--- config.mk ---
export PLATFORM = sky130hd
export DESIGN_NAME = kiwi_run_monitor
export DESIGN_NICKNAME = d
export VERILOG_FILES = /design/src/rtl/kiwi_run_pkg.sv /design/src/rtl/kiwi_sat_counter.sv /design/src/rtl/kiwi_run_monitor.sv
export SDC_FILE = /design/constraint.sdc
export NUM_CORES = 1
export LEC_CHECK = 0
export ABC_AREA = 1
export CAP_MARGIN = 20
export CORE_UTILIZATION = 43
export DETAILED_ROUTE_END_ITERATION = 10
export DONT_BUFFER_PORTS = 1
export GPL_ROUTABILITY_DRIVEN = 0
export SYNTH_ARGS = -nofsm -noshare
export SYNTH_HDL_FRONTEND = slang
export SYNTH_SLANG_ARGS = --single-unit
--- constraint.sdc ---
create_clock -name clk -period 2.1 [get_ports clk]
set_input_delay 0.63 -clock clk [delete_from_list [all_inputs] [get_ports clk]]
set_output_delay 0.63 -clock clk [all_outputs]
set_load 0.01 [all_outputs]
--- src/rtl/kiwi_run_pkg.sv ---
// Shared types and defaults for the KiwiC run monitor: controller states,
// the 2-bit host status code, and default hold/watchdog lengths.
package kiwi_run_pkg;

    typedef enum logic [2:0] {
        IDLE,
        HOLD,
        RUN,
        DONE,
        TIMEOUT,
        ERROR
    } run_state_e;

    typedef enum logic [1:0] {
        STATUS_NONE    = 2'd0,
        STATUS_PASS    = 2'd1,
        STATUS_TIMEOUT = 2'd2,
        STATUS_ERROR   = 2'd3
    } run_status_e;

    localparam int DEFAULT_RESET_HOLD     = 4;
    localparam int DEFAULT_TIMEOUT_CYCLES = 1800;

    // Error outranks timeout, which outranks pass; the flags are mutually exclusive in practice.
    function automatic run_status_e encode_status(input logic finished,
                                                  input logic timed_out,
                                                  input logic error);
        run_status_e status;
        status = STATUS_NONE;
        if (error) begin
            status = STATUS_ERROR;
        end else if (timed_out) begin
            status = STATUS_TIMEOUT;
        end else if (finished) begin
            status = STATUS_PASS;
        end
        return status;
    endfunction

endpackage

--- src/rtl/kiwi_sat_counter.sv ---
// Saturating up-counter with synchronous clear and enable; holds at all-ones instead of wrapping.
module kiwi_sat_counter #(
    parameter int W = 32
) (
    input  logic         clk,
    input  logic         reset,
    input  logic         clr,
    input  logic         en,
    output logic [W-1:0] count
);

    logic [W-1:0] count_q;
    logic [W-1:0] count_d;

    always_comb begin
        count_d = count_q;
        if (clr) begin
            count_d = '0;
        end else if (en && (count_q != '1)) begin
            count_d = count_q + 1'b1;
        end
    end

    always_ff @(posedge clk) begin
        if (reset) begin
            count_q <= '0;
        end else begin
            count_q <= count_d;
        end
    end

    assign count = count_q;

endmodule

--- src/rtl/kiwi_run_monitor.sv ---
// Run controller around a KiwiC DUT: holds its reset, counts run cycles, flags done/timeout/error.
// Define KIWI_RUN_MONITOR_FINISH_EN (simulation only) to report the outcome and call $finish.
module kiwi_run_monitor
    import kiwi_run_pkg::*;
#(
    parameter int RESET_HOLD     = DEFAULT_RESET_HOLD,
    parameter int TIMEOUT_CYCLES = DEFAULT_TIMEOUT_CYCLES,
    parameter int CNT_W          = 32
) (
    input  logic             clk,
    input  logic             reset,
    input  logic             start,
    input  logic             dut_done,
    output logic             dut_reset,
    output logic             running,
    output logic             finished,
    output logic             timed_out,
    output logic             error,
    output logic [CNT_W-1:0] cycles
);

    localparam int HOLD_W = $clog2(RESET_HOLD) + 1;
    localparam logic [HOLD_W-1:0] HOLD_LAST    = HOLD_W'(RESET_HOLD - 1);
    localparam logic [CNT_W-1:0]  TIMEOUT_LAST = CNT_W'(TIMEOUT_CYCLES - 1);

    run_state_e state_q, state_d;
    logic dut_reset_q, dut_reset_d;
    logic running_q, running_d;
    logic finished_q, finished_d;
    logic timed_out_q, timed_out_d;
    logic error_q, error_d;

    logic              cnt_clr;
    logic              cycle_en;
    logic              hold_en;
    logic [CNT_W-1:0]  cycle_cnt;
    logic [HOLD_W-1:0] hold_cnt;

    kiwi_sat_counter #(.W(CNT_W)) u_cycle_cnt (
        .clk   (clk),
        .reset (reset),
        .clr   (cnt_clr),
        .en    (cycle_en),
        .count (cycle_cnt)
    );

    kiwi_sat_counter #(.W(HOLD_W)) u_hold_cnt (
        .clk   (clk),
        .reset (reset),
        .clr   (cnt_clr),
        .en    (hold_en),
        .count (hold_cnt)
    );

    always_comb begin
        state_d     = state_q;
        dut_reset_d = dut_reset_q;
        running_d   = running_q;
        finished_d  = finished_q;
        timed_out_d = timed_out_q;
        error_d     = error_q;
        cnt_clr     = 1'b0;
        cycle_en    = 1'b0;
        hold_en     = 1'b0;

        case (state_q)
            IDLE, DONE, TIMEOUT, ERROR: begin
                if (state_q == IDLE) begin
                    dut_reset_d = 1'b1;
                end
                if (start) begin
                    state_d     = HOLD;
                    cnt_clr     = 1'b1;
                    dut_reset_d = 1'b1;
                    running_d   = 1'b0;
                    finished_d  = 1'b0;
                    timed_out_d = 1'b0;
                    error_d     = 1'b0;
                end
            end
            HOLD: begin
                if (hold_cnt == HOLD_LAST) begin
                    state_d     = RUN;
                    dut_reset_d = 1'b0;
                    running_d   = 1'b1;
                end else begin
                    hold_en = 1'b1;
                end
            end
            RUN: begin
                // Cycle count is still zero only on the first RUN cycle, so done there means a stale done.
                if (dut_done) begin
                    running_d = 1'b0;
                    if (cycle_cnt == '0) begin
                        state_d     = ERROR;
                        error_d     = 1'b1;
                        dut_reset_d = 1'b1;
                    end else begin
                        state_d    = DONE;
                        finished_d = 1'b1;
                    end
                end else begin
                    cycle_en = 1'b1;
                    if ((TIMEOUT_CYCLES != 0) && (cycle_cnt == TIMEOUT_LAST)) begin
                        state_d     = TIMEOUT;
                        timed_out_d = 1'b1;
                        dut_reset_d = 1'b1;
                        running_d   = 1'b0;
                    end
                end
            end
            default: begin
                state_d     = IDLE;
                dut_reset_d = 1'b1;
                running_d   = 1'b0;
            end
        endcase
    end

    always_ff @(posedge clk) begin
        if (reset) begin
            state_q     <= IDLE;
            dut_reset_q <= 1'b1;
            running_q   <= 1'b0;
            finished_q  <= 1'b0;
            timed_out_q <= 1'b0;
            error_q     <= 1'b0;
        end else begin
            state_q     <= state_d;
            dut_reset_q <= dut_reset_d;
            running_q   <= running_d;
            finished_q  <= finished_d;
            timed_out_q <= timed_out_d;
            error_q     <= error_d;
        end
    end

`ifdef KIWI_RUN_MONITOR_FINISH_EN
    logic finish_pending_q;

    always_ff @(posedge clk) begin
        if (reset) begin
            finish_pending_q <= 1'b0;
        end else begin
            if (state_q == RUN && state_d == DONE) begin
                $display("run finished after %d cycles", cycle_cnt);
                finish_pending_q <= 1'b1;
            end else if (state_q == RUN && state_d == TIMEOUT) begin
                $display("run failed: watchdog expired after %d cycles", TIMEOUT_CYCLES);
                finish_pending_q <= 1'b1;
            end else if (state_q == RUN && state_d == ERROR) begin
                $display("run failed: done high on first run cycle");
                finish_pending_q <= 1'b1;
            end
            if (finish_pending_q) begin
                $finish;
            end
        end
    end
`endif

    assign dut_reset = dut_reset_q;
    assign running   = running_q;
    assign finished  = finished_q;
    assign timed_out = timed_out_q;
    assign error     = error_q;
    assign cycles    = cycle_cnt;

endmodule

Word level (Yosys, flattened, before mapping) --
Index checks and enable logic that the tools add are counted.
Cells by class: add/sub/neg operators 2, eq/ne operators 19, reduce and logical (&&, ||, !) cells 12, multiplexer cells 31
Operators by type and width (number):
- adder 32 x 1 -> 32 bit (second input constant) | 1
- == test 32 x 11 -> 1 bit (second input constant) | 1
- zero test 32 bit | 1
- != test 32 bit (second input constant) | 1
- two-way mux 1 bit | 20
- AND reduction 4 bit | 4
- two-way mux 3 bit | 5
- != test 2 bit (second input constant) | 7
- != test 3 bit (second input constant) | 4
- == test 3 x 2 -> 1 bit (second input constant) | 3
- one-hot mux 3 bit (3 select lines) | 1
- == test 3 bit (second input constant) | 2
- one-hot mux 1 bit (2 select lines) | 3
- one-hot mux 1 bit (3 select lines) | 2
- OR reduction 4 bit | 1
- adder 3 x 1 -> 3 bit (second input constant) | 1
- == test 3 x 1 -> 1 bit (second input constant) | 1
- zero test 3 bit | 1
- AND reduction 3 bit | 1
- logical AND 1 bit | 2
- nonzero test 2 bit | 1
- OR reduction 2 bit | 1
Storage, ports and cells: output and inout port bits 37, register bits 43, logic and storage cells 72

Logic depth before layout (Yosys ltp) --
word-level depth 4, depth in mapped cells 12

Hierarchy --
Synthesis repeated with hierarchy kept, for this count alone.
Second synthesis, totals: cells, all modules 467, area total of the unflattened synthesis 2917.8 µm²
By module, submodules not included:
- kiwi_sat_counter at u_cycle_cnt | cells an instance 325, area each 2095.8 µm², instances 1
- kiwi_run_monitor | cells an instance 119, area each 663.1 µm², instances 1
- kiwi_sat_counter at u_hold_cnt | cells an instance 23, area each 158.9 µm², instances 1

Worst setup path before layout --
Ideal clock, no wire load.
path kind reg2reg, start register u_cycle_cnt.count_q[1], in the netlist u_cycle_cnt.count[1], end register u_cycle_cnt.count_q[13], in the netlist u_cycle_cnt.count[13], period minus slack after synthesis 1675 ps, cell stages (with the launch flop) 12, slack 425 ps, buffers on the path 1, setup time 131 ps, data arrival time 1544 ps, path through dfxtp_1 -> ha_1 -> nand2_1 -> nor2_2 -> nand2_2 -> nor2_8 -> nand2_4 -> nand2_8 -> buf_6 -> o21ai_0 -> nand2_1 -> nor2_1
Between the ends: longest elaborated chain between the ends 2
Ends and longest elaborated chain:
- from (decl) | RTL line kiwi_sat_counter.sv:12 | logic [W-1:0] count_q;
- from (signal assigned) | RTL line kiwi_sat_counter.sv:28 | count_q <= count_d;
- branches (longest 2 deep; another with adder 32 x 1 -> 32 bit)
Several ways; the timed one is not identified. A chain may end at the register's enable or synchronous reset.

Worst setup path after layout --
start register u_cycle_cnt.count_q[1], in the netlist u_cycle_cnt.count[1], end register u_cycle_cnt.count_q[26], in the netlist u_cycle_cnt.count[26]
The elaborated chain is that of the path after synthesis.

==> implementation parameters <==
Parameter                              Value

Floorplan
  Floorplan die area ... 7065 sq um
  Rows ... 29
  Initial standard-cell utilization of the core ... 45.08%
  Core Box Area ... 6422 sq um
  Horizontal extent of the die ... 84.06 um
  Die height ... 84.06 um
  I/O pin count ... 41

Route
  First drt pass iteration count ... 7
  Residual DRC count ... 8
  Number of vias per cell after detailed routing ... 5.059
  Initial drt markers ... 157
  Via total after detailed routing ... 2813
  Count of antenna-violating nets left after detailed routing ... 0
  Detailed-route wire length per cell ... 13.49 um
  Drt total wl ... 7.502 mm

Worst setup path
  CP max FO ... 4
  Worst path depth ... 10
  Maximum single-stage delay on the critical path ... 0.43 ns
  Endpoint arrival time on the critical path ... 2.09 ns
  Register-to-Register Path Depth ... 10
  Kind of cell with the highest combined delay on the critical path ... simple AND/OR/NAND/NOR gates
  Cell with the biggest individual delay on the critical path ... dfxtp_1
  Startpoint-to-endpoint class of the critical path ... reg -> reg
  Cell breakdown of the critical path ... ha_1, nand2_1, nor3_4, nand2_2, nor2_2, nand2_1, nor2_1, nand3_1, nand2_1, nor2_1
  Critical path buffers and inverters ... 0
  Required arrival time at the worst endpoint ... 2.30 ns
  Worst path most repeated cell ... nand2_1
  Category of the worst setup path capture point ... flip-flop
  Type of element launching the critical path ... flip-flop
  Flop-to-flop setup slack ... 0.20 ns

Global routing
  Pin count of the biggest net entering global routing ... 36
  Via count of the first global-routing pass ... 2594
  Final global-route overflow total ... 0
  Global-route wire length before repair ... 12.38 mm
  Number of antenna violations at the first check in global routing ... 0
  Total track usage ... 22.09%

Finish
  Area added between synthesis and finish ... 7.476%
  Inserted Diodes ... 0
  Number of nets at the end of the flow ... 487
  Most common library cell in the layout ignoring fill and taps ... nand2_1
  Top library cells by usage in the layout, fill and taps aside ... 155 x nand2_1, 91 x nor2_1, 46 x inv_1
  Share of layout cells above drive strength 1 ... 12.73%
  Core utilization of the finished layout ... 48.45%

STA
  Final setup viols ... 0
  Hold slack ... 0.3826 ns
  Number of pins with negative max-slew slack in the final report ... 0
  Pin slew with the least headroom to its limit ... 0.6210 ns
  Sum of negative setup slack ... 0 ns
  Fraction of the cycle the final worst path needs ... 90.25%
  Upper clock frequency limit ... 0.5276 GHz
  Final worst clock skew ... 0.004770 ns
  RSZ-0062 raised after global routing ... false
  Post-layout min period ... 1.895 ns
  Total count of hold-check failures in the final report ... 0
  Slew margin rel. ... 58.60%

Yosys
  Cell area after synthesis ... 2895 sq um
  Top flip-flop cell by instance count after synthesis ... dfxtp_1
  Share of async-settable or async-resettable flops after synthesis ... 0%
  Post-synthesis cell count ... 467
  Yosys cell types ... 34
  Synth Register Bits ... 43
  Synthesized area divided by synthesized cell count ... 6.200 sq um
  Number of enable-type register cells in the synthesized netlist ... 0
  Syn_nets ... 476
  Sequential-to-total area share from yosys stat ... 29.73%
  Count of yosys warnings during synthesis ... 0

Run status
  Violated checks ... design-rule violations
  Run status ... finished, violations left

Worst hold path
  Path type of the worst min-delay path ... in -> reg
  Worst Hold Path Cells ... 1

Placement
  Number of port buffers ... 0
  DPL Wire Length ... 5.678 mm

CTS
  Num CTS Buffers ... 5
  Number of buffers between clock root and the deepest sink ... 2
  Post_cts resized ... 0
  Root buffer cell ... clkbuf_8
  Clock slew at the register clock pins of the worst setup and hold paths ... 0.09 ns
  Clock Sink Count ... 43
  H-tree level count ... 2
  TritonCTS clock tree ... done
  Later-pin clock latency in the skew report ... 0.30 ns

Power and ir drop
  Static Leak ... 1.271 nW
  VDD IR-drop max ... 0.6579 mV
  Power per cell area ... 694.4 nW/um^2

Flow run
  Number of max-capacitance violations reported ... 0
## registers in the layout, summed over array words and instances, names as in the netlist
name               count
u_cycle_cnt.count     32
state_q                3
u_hold_cnt.count       3
dut_reset              1
error                  1
finished               1
running                1
timed_out              1
## cell type report
class | count | area, sq um
Clock buffer | 5 | 68.82
Inverter | 52 | 195.2
Multi-Input combinational cell | 364 | 1780
Tap cell | 77 | 96.34
Clock inverter | 3 | 20.02
Timing Repair Buffer | 12 | 90.09
Fill cell | 694 | 3311
Sequential cell | 43 | 860.8
## worst register-to-register path, delay by kind of cell, from the launching register on
kind,cells,cell delay [ns]
flops,1,0.43
simple gates,9,1.17
fa+ha+maj,1,0.20
## worst paths after layout
path	start	to
hold / removal	reset	finished$_SDFFE_PP0P_
hold reg to reg	u_hold_cnt.count[0]$_SDFFE_PP0P_	u_hold_cnt.count[0]$_SDFFE_PP0P_
setup / recovery	u_cycle_cnt.count[1]$_SDFFE_PP0P_	u_cycle_cnt.count[26]$_SDFFE_PP0P_
setup reg to reg	u_cycle_cnt.count[1]$_SDFFE_PP0P_	u_cycle_cnt.count[26]$_SDFFE_PP0P_
## power breakdown
part           leakage (nW)  internal (mW)  switching [mW]
combinational         0.883          0.199           0.468
sequential            0.348          0.888          0.0716
clock                0.0402          0.232           0.303
## stage by stage
stage | worst slack, ns | instances | total power, mW | cell area, sq um
6_report | 0.2047 | 556 | 2.161 | 3112
5_1_grt | 0.006409 | 556 | 2.326 | 3112
4_1_cts | 0.1168 | 553 | 2.181 | 3088
3_5_place_dp | 0.1301 | 545 | 1.644 | 2999
3_3_place_gp | 0.1657 | 545 | 1.634 | 2999
2_1_floorplan | 0.4250 | 467 | 1.534 | 2895
## metal layers
layer  global-route usage, %  vias to the layer above  wire, um
li1                        -                     1472         -
met1                   29.21                     1273      3483
met2                   36.44                       63      3492
met3                   4.550                        5       472
met4                   5.956                        0        53
met5                       0                        -         0
## cell families (layout without fill, tap and decap cells)
| group | after synthesis | after routing | synth area share [%] |
|---|---|---|---|
| DFF | 43 | 43 | 29.73 |
| AOI/OAI and AO/OA | 44 | 45 | 9.940 |
| buffers and inverters | 61 | 72 | 9.075 |
| and+or+nand+nor | 306 | 306 | 46.67 |
| adders and majority gates | 5 | 5 | 2.161 |
| xor gates and xnor gates | 8 | 8 | 2.420 |
## cell usage after synthesis, types with 4 or more instances
library cell,instances,area share (%)
a21oi_1,14,2.4
inv_1,46,6.0
o21ai_1,6,1.0
o21ai_0,7,1.2
nor2_1,91,12
ha_1,5,2.2
nand2_1,155,20
nand3_1,19,3.3
xor2_1,8,2.4
inv_2,6,0.78
nor3_1,15,2.6
a21oi_2,13,3.9
dfxtp_1,43,30
nand2_2,4,0.86
## timing repair
item | CTS | global route
endpoints found under the setup margin | 0 | 16
hold buffers | 0 | 0
setup buffers | 0 | 2
hold endpoints to repair | 0 | 0
(Power assumes the default switching activity.)
==> RTL change, RTL diff (same flow settings) <==
Register the output `cycles`, cleared by the reset; this adds one clock of latency there. The other outputs are not delayed to match. Comments in the files are not updated.
--- a/src/rtl/kiwi_run_monitor.sv
+++ b/src/rtl/kiwi_run_monitor.sv
@@ -164,7 +164,13 @@
     assign finished  = finished_q;
     assign timed_out = timed_out_q;
     assign error     = error_q;
-    assign cycles    = cycle_cnt;
+    always_ff @(posedge clk) begin
+        if (reset) begin
+            cycles <= '0;
+        end else begin
+            cycles <= cycle_cnt;
+        end
+    end
 
 endmodule
 
Formal check against the unedited RTL: not equivalent (Yosys sat finds a counterexample within 10 cycles, from zero or initial values and one cycle with reset high).
==> RTL change against the original RTL <==
Critical endpoint is now u_cycle_cnt.count[17]; core utilization is 0.59 points higher; power is 69% higher; sequential share of layout area is 9.4 points higher; wire length is 23% higher; highest routed layer unchanged; synthesized cell count is 20% higher; design area is 30% higher; combinational power is 2% lower; sequential cell count is 32 higher; non-clock buffer count is 5 lower; clock power grew to 2.7 times the old value; setup slack worse by 0.034 ns; area after synthesis is 27% higher.
==> RTL change: results (changes against the original RTL) <==
Setup path
  • Critical Path AT: 2.17 ns (+0.08 ns)
  • Worst R2R End: u_cycle_cnt.count[17]
  • Worst Path Max Fanout: 33 (+29)
  • Reg-to-Reg Start: u_cycle_cnt.count[0]
  • Setup slack, reg-to-reg: 0.17 ns (-0.03 ns)

Synthesis
  • Sequential-to-total area share from yosys stat: 0.408 (+0.111)
  • Xor and xnor fraction of the mapped netlist area: 0.0167 (-0.00753)
  • Commonest cells in the netlist: 165 x nand2_1, 122 x nor2_1, 75 x dfxtp_1, 65 x inv_1, 25 x nand3_1
  • Synth unique cells: 30 (-12%)
  • Synth area leaders: dfxtp_1 41%, nand2_1 17%, nor2_1 12%
  • Net Count, Synth: 568 (+19%)

GRT
  • Largest net degree at the start of global routing: 38 (+5.6%)
  • Tot GR Track Use: 0.224 (+0.00303)

Final layout
  • Layout cells sized above 1: 0.0823 (-0.0450)
  • Fin nets: 575 (+18%)
  • Layout fillers: 859 (+24%)

Status
  • Status: completed

Place
  • Placed insts: 659 (+21%)
  • DP Worst Slack: 0.130 ns (-0.000524 ns)
  • Post-DP HPWL: 6610 µm (+16%)
  • Placed cell areas: 3770 µm² (+26%)

Clock tree
  • Worst skew pair latency: 0.36 ns (+0.06 ns)
  • TritonCTS buffer count: 9 (+4)

Timing
  • Hold_ws: 0.338 ns (-0.0446 ns)
  • Setup Skew: 0.00810 ns (+0.00333 ns)
  • F_max: 518 MHz (-1.7%)
  • Rel. slew slack: 0.496 (-0.0901)

Routing
  • Total Routed Length: 9240 µm (+23%)
  • DR iter-0 viols: 234 (+49%)
  • First-pass DRT Iterations: 6 (-1)

Power and ir drop
  • P_leak: 1.61 nW (+27%)

Hold path
  • Worst Hold Path EP: cycles[3]
-- RTL change: changes by cell type in the layout (fill, tap and decap cells not counted), moves of 5 or more --
| cell | delta |
|---|---|
| nor2_1 | +31 |
| nand3_1 | +6 |
| o21ai_0 | +5 |
| dfxtp_1 | +32 |
| nand2_1 | +10 |
| clkbuf_8 | +7 |
| buf_4 | -5 |
| inv_1 | +19 |
| a21oi_2 | -5 |
| a21oi_1 | +9 |
-- RTL change: layer usage --
layer / vias up / wire length [µm] / global-route usage
met1: 1576 / 4440 / 0.296
met3: 18 / 533 / 0.0467
met5: - / 0 / 0
met2: 102 / 4000 / 0.345
li1: 1735 / - / -
met4: 0 / 271 / 0.111
-- RTL change: area by class of cell --
class | count | area, µm² | share of cell area
clock buffer | 12 | 165 | 0.0408
timing repair buffer | 7 | 52.6 | 0.0130
multi-input combinational | 405 | 1850 | 0.457
sequential | 75 | 1500 | 0.371
tap | 105 | 131 | 0.0324
clock inverter | 4 | 95.1 | 0.0235
inverter | 68 | 255 | 0.0630
-- RTL change: worst max-delay path by stage --
stage | start | to | cells past startpoint
after CTS | u_cycle_cnt.count[0] | u_cycle_cnt.count[13] | 9
after global placement | u_cycle_cnt.count[0] | u_cycle_cnt.count[18] | 9
after global routing | u_cycle_cnt.count[0] | u_cycle_cnt.count[13] | 10
after detailed placement | u_cycle_cnt.count[0] | u_cycle_cnt.count[2] | 8
final | u_cycle_cnt.count[0] | u_cycle_cnt.count[17] | 10
after floorplan | u_cycle_cnt.count[0] | u_cycle_cnt.count[9] | 11
-- RTL change: per-stage QoR --
step | power [mW] | util
6_report | 3.64 | 0.490
5_1_grt | 3.83 | 0.490
4_1_cts | 3.65 | 0.488
3_5_place_dp | 2.23 | 0.457
3_3_place_gp | 2.22 | 0.457
2_1_floorplan | 2.13 | -
-- RTL change: cell families after synthesis --
kind of cell             after synthesis
adder cells (fa/ha/maj)                5
buffers and inverters                 80
AO/OA/AOI/OAI                         49
flip-flops                            75
AND/OR/NAND/NOR                      343
XOR/XNOR                               7
-- RTL change: critical path, cell delays in order, from the launching register on --
cell	delay, ns
dfxtp_1	0.39
ha_1	0.24
inv_1	0.09
nor2_2	0.18
nand2_2	0.11
nor2_4	0.22
nand2_2	0.14
nand2_8	0.21
o21ai_0	0.11
nand2_1	0.06
nor2_1	0.04
-- RTL change: power breakdown --
part           leakage, nW  internal [mW]  switching, mW  total, mW
sequential           0.605           1.49         0.0680       1.56
combinational        0.876          0.188          0.466      0.654
clock                0.133          0.885          0.545       1.43
total                 1.61           2.57           1.08       3.64
-- RTL change: what timing repair did --
action	CTS	global route
resized for setup	0	1
endpoints found under the setup margin	0	21
buffers inserted	0	0
